`src/rtl/regfile_write_arbiter_pkg.sv`:
```
// Shared state encoding and pointer helper for regfile_write_arbiter.
// The clear sweep state only exists when RFARB_CLEAR_EN is defined.
package regfile_write_arbiter_pkg;

  typedef enum logic {
    ST_CLEAR = 1'b0,
    ST_RUN   = 1'b1
  } state_t;

  function automatic int rr_next(input int id, input int reqs);
    return (id == reqs - 1) ? 0 : id + 1;
  endfunction

endpackage

```
`src/rtl/regfile_write_arbiter_rr_arbiter.sv`:
```
// Combinational round-robin picker: first valid requester at or after the
// pointer wins, scanning upward and wrapping REQS-1 -> 0.
module regfile_write_arbiter_rr_arbiter
  import regfile_write_arbiter_pkg::*;
#(
  parameter int REQS = 2,
  parameter int PW   = (REQS > 1) ? $clog2(REQS) : 1
) (
  input  logic [REQS-1:0] valid_i,
  input  logic [PW-1:0]   ptr_i,
  output logic [REQS-1:0] grant_o,
  output logic [PW-1:0]   winner_o,
  output logic [PW-1:0]   next_ptr_o,
  output logic            any_o
);

  always_comb begin
    grant_o  = '0;
    winner_o = '0;
    any_o    = 1'b0;
    for (int k = 0; k < REQS; k++) begin
      int pos;
      pos = int'(ptr_i) + k;
      if (pos >= REQS) pos = pos - REQS;
      if (!any_o && valid_i[PW'(pos)]) begin
        any_o             = 1'b1;
        grant_o[PW'(pos)] = 1'b1;
        winner_o          = PW'(pos);
      end
    end
    next_ptr_o = PW'(rr_next(int'(winner_o), REQS));
  end

endmodule

```
`src/rtl/regfile_write_arbiter.sv`:
```
// Round-robin arbiter sharing one registered register-file write port.
// Define RFARB_CLEAR_EN to sweep every entry to CLEAR_VAL after reset.
module regfile_write_arbiter
  import regfile_write_arbiter_pkg::*;
#(
  parameter int               REQS      = 2,
  parameter int               WIDTH     = 32,
  parameter int               N         = 5,
  parameter int               SIZE      = 32,
  parameter logic [WIDTH-1:0] CLEAR_VAL = '0
) (
  input  logic                clk,
  input  logic                rst,
  input  logic [REQS-1:0]     req_valid,
  input  logic [REQS*N-1:0]   req_index,
  input  logic [REQS*WIDTH-1:0] req_data,
  output logic [REQS-1:0]     req_ready,
  output logic                wr_en,
  output logic [N-1:0]        wr_index,
  output logic [WIDTH-1:0]    wr_data,
  output logic                busy
);

  localparam int PW = (REQS > 1) ? $clog2(REQS) : 1;

  logic            run;
  logic            clearing;
  logic [N-1:0]    clr_idx;

  logic [PW-1:0]   ptr_q, ptr_d;
  logic [PW-1:0]   winner, next_ptr;
  logic [REQS-1:0] grant;
  logic            any_grant;

  logic            wr_en_q, wr_en_d;
  logic [N-1:0]    wr_index_q, wr_index_d;
  logic [WIDTH-1:0] wr_data_q, wr_data_d;

`ifdef RFARB_CLEAR_EN
  state_t       state_q, state_d;
  logic [N-1:0] cnt_q, cnt_d;

  always_ff @(posedge clk or posedge rst) begin
    if (rst) begin
      state_q <= ST_CLEAR;
      cnt_q   <= '0;
    end else begin
      state_q <= state_d;
      cnt_q   <= cnt_d;
    end
  end

  // The last sweep write is issued in the same cycle the FSM leaves CLEAR.
  always_comb begin
    state_d  = state_q;
    cnt_d    = cnt_q;
    clearing = 1'b0;
    case (state_q)
      ST_CLEAR: begin
        clearing = 1'b1;
        cnt_d    = cnt_q + 1'b1;
        if (cnt_q == N'(SIZE - 1)) state_d = ST_RUN;
      end
      ST_RUN:  state_d = ST_RUN;
      default: state_d = ST_RUN;
    endcase
  end

  assign run     = (state_q == ST_RUN);
  assign busy    = (state_q == ST_CLEAR);
  assign clr_idx = cnt_q;
`else
  logic [WIDTH-1:0] unused_clear_val;

  assign unused_clear_val = CLEAR_VAL;
  assign run      = 1'b1;
  assign clearing = 1'b0;
  assign busy     = 1'b0;
  assign clr_idx  = '0;
`endif

  regfile_write_arbiter_rr_arbiter #(
    .REQS (REQS),
    .PW   (PW)
  ) u_rr (
    .valid_i    (req_valid & {REQS{run}}),
    .ptr_i      (ptr_q),
    .grant_o    (grant),
    .winner_o   (winner),
    .next_ptr_o (next_ptr),
    .any_o      (any_grant)
  );

  assign req_ready = grant;

  always_comb begin
    wr_en_d    = 1'b0;
    wr_index_d = wr_index_q;
    wr_data_d  = wr_data_q;
    ptr_d      = ptr_q;
    if (clearing) begin
      wr_en_d    = 1'b1;
      wr_index_d = clr_idx;
      wr_data_d  = CLEAR_VAL;
    end else if (any_grant) begin
      wr_en_d = 1'b1;
      ptr_d   = next_ptr;
      for (int i = 0; i < REQS; i++) begin
        if (grant[i]) begin
          wr_index_d = req_index[i*N +: N];
          wr_data_d  = req_data[i*WIDTH +: WIDTH];
        end
      end
    end
  end

  // Reset drops any write that was accepted but not yet presented.
  always_ff @(posedge clk or posedge rst) begin
    if (rst) begin
      ptr_q      <= '0;
      wr_en_q    <= 1'b0;
      wr_index_q <= '0;
      wr_data_q  <= '0;
    end else begin
      ptr_q      <= ptr_d;
      wr_en_q    <= wr_en_d;
      wr_index_q <= wr_index_d;
      wr_data_q  <= wr_data_d;
    end
  end

  assign wr_en    = wr_en_q;
  assign wr_index = wr_index_q;
  assign wr_data  = wr_data_q;

endmodule
```
`config.mk`:
```
export PLATFORM = sky130hd
export DESIGN_NAME = regfile_write_arbiter
export DESIGN_NICKNAME = d
export VERILOG_FILES = /design/src/rtl/regfile_write_arbiter_pkg.sv /design/src/rtl/regfile_write_arbiter_rr_arbiter.sv /design/src/rtl/regfile_write_arbiter.sv
export SDC_FILE = /design/constraint.sdc
export NUM_CORES = 1
export LEC_CHECK = 0
export CAP_MARGIN = 20
export CORE_MARGIN = 5
export CORE_UTILIZATION = 30
export CTS_BUF_LIST = sky130_fd_sc_hd__clkbuf_4
export DETAILED_ROUTE_END_ITERATION = 8
export GPL_TIMING_DRIVEN = 0
export PLACE_DENSITY_LB_ADDON = 0.2
export SYNTH_ARGS = -nofsm -noshare
export SYNTH_HDL_FRONTEND = slang
export SYNTH_HIERARCHICAL = 1
export SYNTH_SLANG_ARGS = --single-unit
```
`constraint.sdc`:
```
create_clock -name clk -period 1.5 [get_ports clk]
set_input_delay 0.225 -clock clk [delete_from_list [all_inputs] [get_ports clk]]
set_output_delay 0.225 -clock clk [all_outputs]
set_load 0.005 [all_outputs]
```
==> results of run 1 <==
-- registers in the layout, indices dropped and copies added (netlist names) --
register and cells:
wr_data 32, ptr_q 1, wr_index 5, wr_en 1
-- routing by layer --
layer	GRT usage, %	share of wire (%)
met1	18.96	43
met2	24.82	47
met3	6.083	8.3
met4	4.715	1.5
met5	0	0
-- power groups by stage --
stage	Clock, W	Combinational, W	Sequential [W]
final	0.000542	0.00113	0.00133
after global routing	0.000618	0.00124	0.00135
after CTS	0.000575	0.00107	0.00133
after detailed placement	0	0.000993	0.00136
after global placement	0	0.000988	0.00136
after floorplan	0	0.000345	0.00137
-- cell type report --
type	count	area (um2)
timing repair buffer	137	1366
fill	592	2830
tap	77	96.34
inverter	2	7.507
multi-input combinational	143	834.6
buffer	22	150.1
clock buffer	6	45.04
sequential	39	975.9
clock inverter	2	7.507
-- worst min path at each step --
stage	start	to	slack, ps	depth (start not counted)
final	rst	wr_data[28]	370	2
after global routing	rst	wr_data[28]	440	2
after CTS	rst	wr_data[27]	400	2
after detailed placement	wr_index[2]	wr_index[2]	510	2
after global placement	wr_index[2]	wr_index[2]	490	2
after floorplan	req_valid[0]	wr_en	340	1
-- per-stage QoR --
| stage | setup slack, ps | TNS (ps) | util (%) | cells | total power [W] |
|---|---|---|---|---|---|
| 6_report | 52.07 | 0 | 55.17 | 428 | 0.003002 |
| 5_1_grt | -40.96 | -85.22 | 55.17 | 428 | 0.003201 |
| 4_1_cts | 1.897 | 0 | 52.64 | 416 | 0.002981 |
| 3_5_place_dp | -462.5 | -12970 | 50.54 | 398 | 0.002353 |
| 3_3_place_gp | -593.8 | -35340 | 50.54 | 398 | 0.002344 |
| 2_1_floorplan | 137.3 | 0 | - | 206 | 0.001714 |
-- timing repair --
item	in CTS	in global routing
hold endpoints to repair	0	0
endpoints found under the setup margin	24	30
resized for setup	4	25
setup buffers	10	12
==> impl_metrics.py, run 1 <==
metrics = {
    "clock_tree": {
        "clockBufferDepth": 2,
        "cts.sinks": 39,
        "cts_inserted_buffers": 5,
        "htreeDepth": 2,
        "cts_tree": "built",
        "cts_hold_buf": 0,
        "clk_pin_slew_ps": 120,
        "root_buffer": "clkbuf_4",
        "clkLatencyLatePin_ps": 340,
    },
    "finish": {
        "area.growth.synth_to_final_pct": 79.27,
        "postLayoutCellArea_um2": 3483,
        "antenna_cells": 0,
        "layout_common_cells": "clkdlybuf4s50_1, nor3_1, dfrtp_1",
        "layout_commonest_cell": "clkdlybuf4s50_1",
        "layout.nets": 428,
        "drive_gt1_share_pct": 15.67,
    },
    "route": {
        "drt_iter0_markers": 56,
        "drcViolationCount": 0,
        "wl_mm": 6.561,
        "routedWlPerCell_um": 15.33,
        "vias": 2104,
        "via_per_inst": 4.916,
        "drtAntennaViolNets": 0,
        "first_pass_iters": 5,
    },
    "pwr": {
        "p_per_area_nw_per_um2": 861.8,
        "p_clk_share_pct": 18.1,
        "p_sw_w": 0.0008463,
        "leakage_nw": 1.528,
        "vdd_drop_max_v": 0.0004530,
        "intPower_w": 0.002156,
        "combPwrFrac_pct": 37.8,
        "power_frac_seq_pct": 44.1,
        "swShare_pct": 28.19,
    },
    "floorplanning": {
        "io_pins": 119,
        "dieHeight_um": 90.48,
        "dieArea_um2": 8187,
        "coreArea_um2": 6314,
        "fp-row-count": 29,
        "chipWidth_um": 90.48,
        "start_util_pct": 30.78,
    },
    "setup_path": {
        "startpoint_type": "flop",
        "cp_num_buf_inv": 1,
        "critical_path_cell_count": 1,
        "r2r_end": "wr_data[2]",
        "critPathLaunch": "wr_data[16]",
        "crit_path_top_delay_cell": "clkdlybuf4s50_1",
        "crit_end": "wr_data[16]",
        "crit_chain": "clkdlybuf4s50_1",
        "r2r_start": "ptr_q",
        "worstPathMaxFanout": 2,
        "critical_path_class": "reg2out",
        "cp_top_family": "buffers and inverters",
        "reg2reg_depth": 6,
        "arrival_ps": 1220,
        "required_ps": 1270,
        "r2r_slack_ps": 60,
        "end_kind": "output port",
        "cp_slowest_stage_delay_ps": 510,
    },
    "global_routing": {
        "overflow": 0,
        "antenna_found_initial": 0,
        "grt_usage_pct": 15.44,
        "grt_max_degree": 40,
        "grt_pass1_vias": 2095,
        "grt_pass1_wl_mm": 10.42,
    },
    "outcome": {
        "status": "finished clean",
    },
    "timing": {
        "setup_viol": 0,
        "rsz0062_at_grt": "yes",
        "final_hold_viol_count": 0,
        "period_share_pct": 96.53,
        "skew_ps": 8.413,
        "relSlewSlack_pct": 43.15,
        "fmax_mhz": 690.6,
        "worst_pin_slew_ps": 851.5,
        "min_period_ps": 1448,
        "whs_ps": 367.5,
        "drv_slew": 0,
    },
    "yosys": {
        "syn_nets": 284,
        "syn_avg_cell_area_um2": 9.433,
        "synth_area_um2": 1943,
        "yosys_warnings": 6,
        "synthCells": 206,
    },
    "placed_design": {
        "dpl_cell_area_um2": 3191,
        "io_buffers": 115,
        "globalplace.congestion": 0.7274,
        "dp_hpwl_mm": 4.733,
    },
    "run": {
        "maxCapViolCount": 0,
    },
    "min_path": {
        "worstHoldPathType": "in2async",
    },
}
Note: power is estimated with default switching activity, not from simulation.
==> inputs of run 2 (changes only) <==
--- a/config.mk
+++ b/config.mk
@@ -5,7 +5,7 @@
 export SDC_FILE = /design/constraint.sdc
 export NUM_CORES = 1
 export LEC_CHECK = 0
-export CAP_MARGIN = 20
+export CAP_MARGIN = 5
 export CORE_MARGIN = 5
 export CORE_UTILIZATION = 30
 export CTS_BUF_LIST = sky130_fd_sc_hd__clkbuf_4
==> results of run 2 <==
No change in the layout: final DEF, timing and power equal those of run 1.
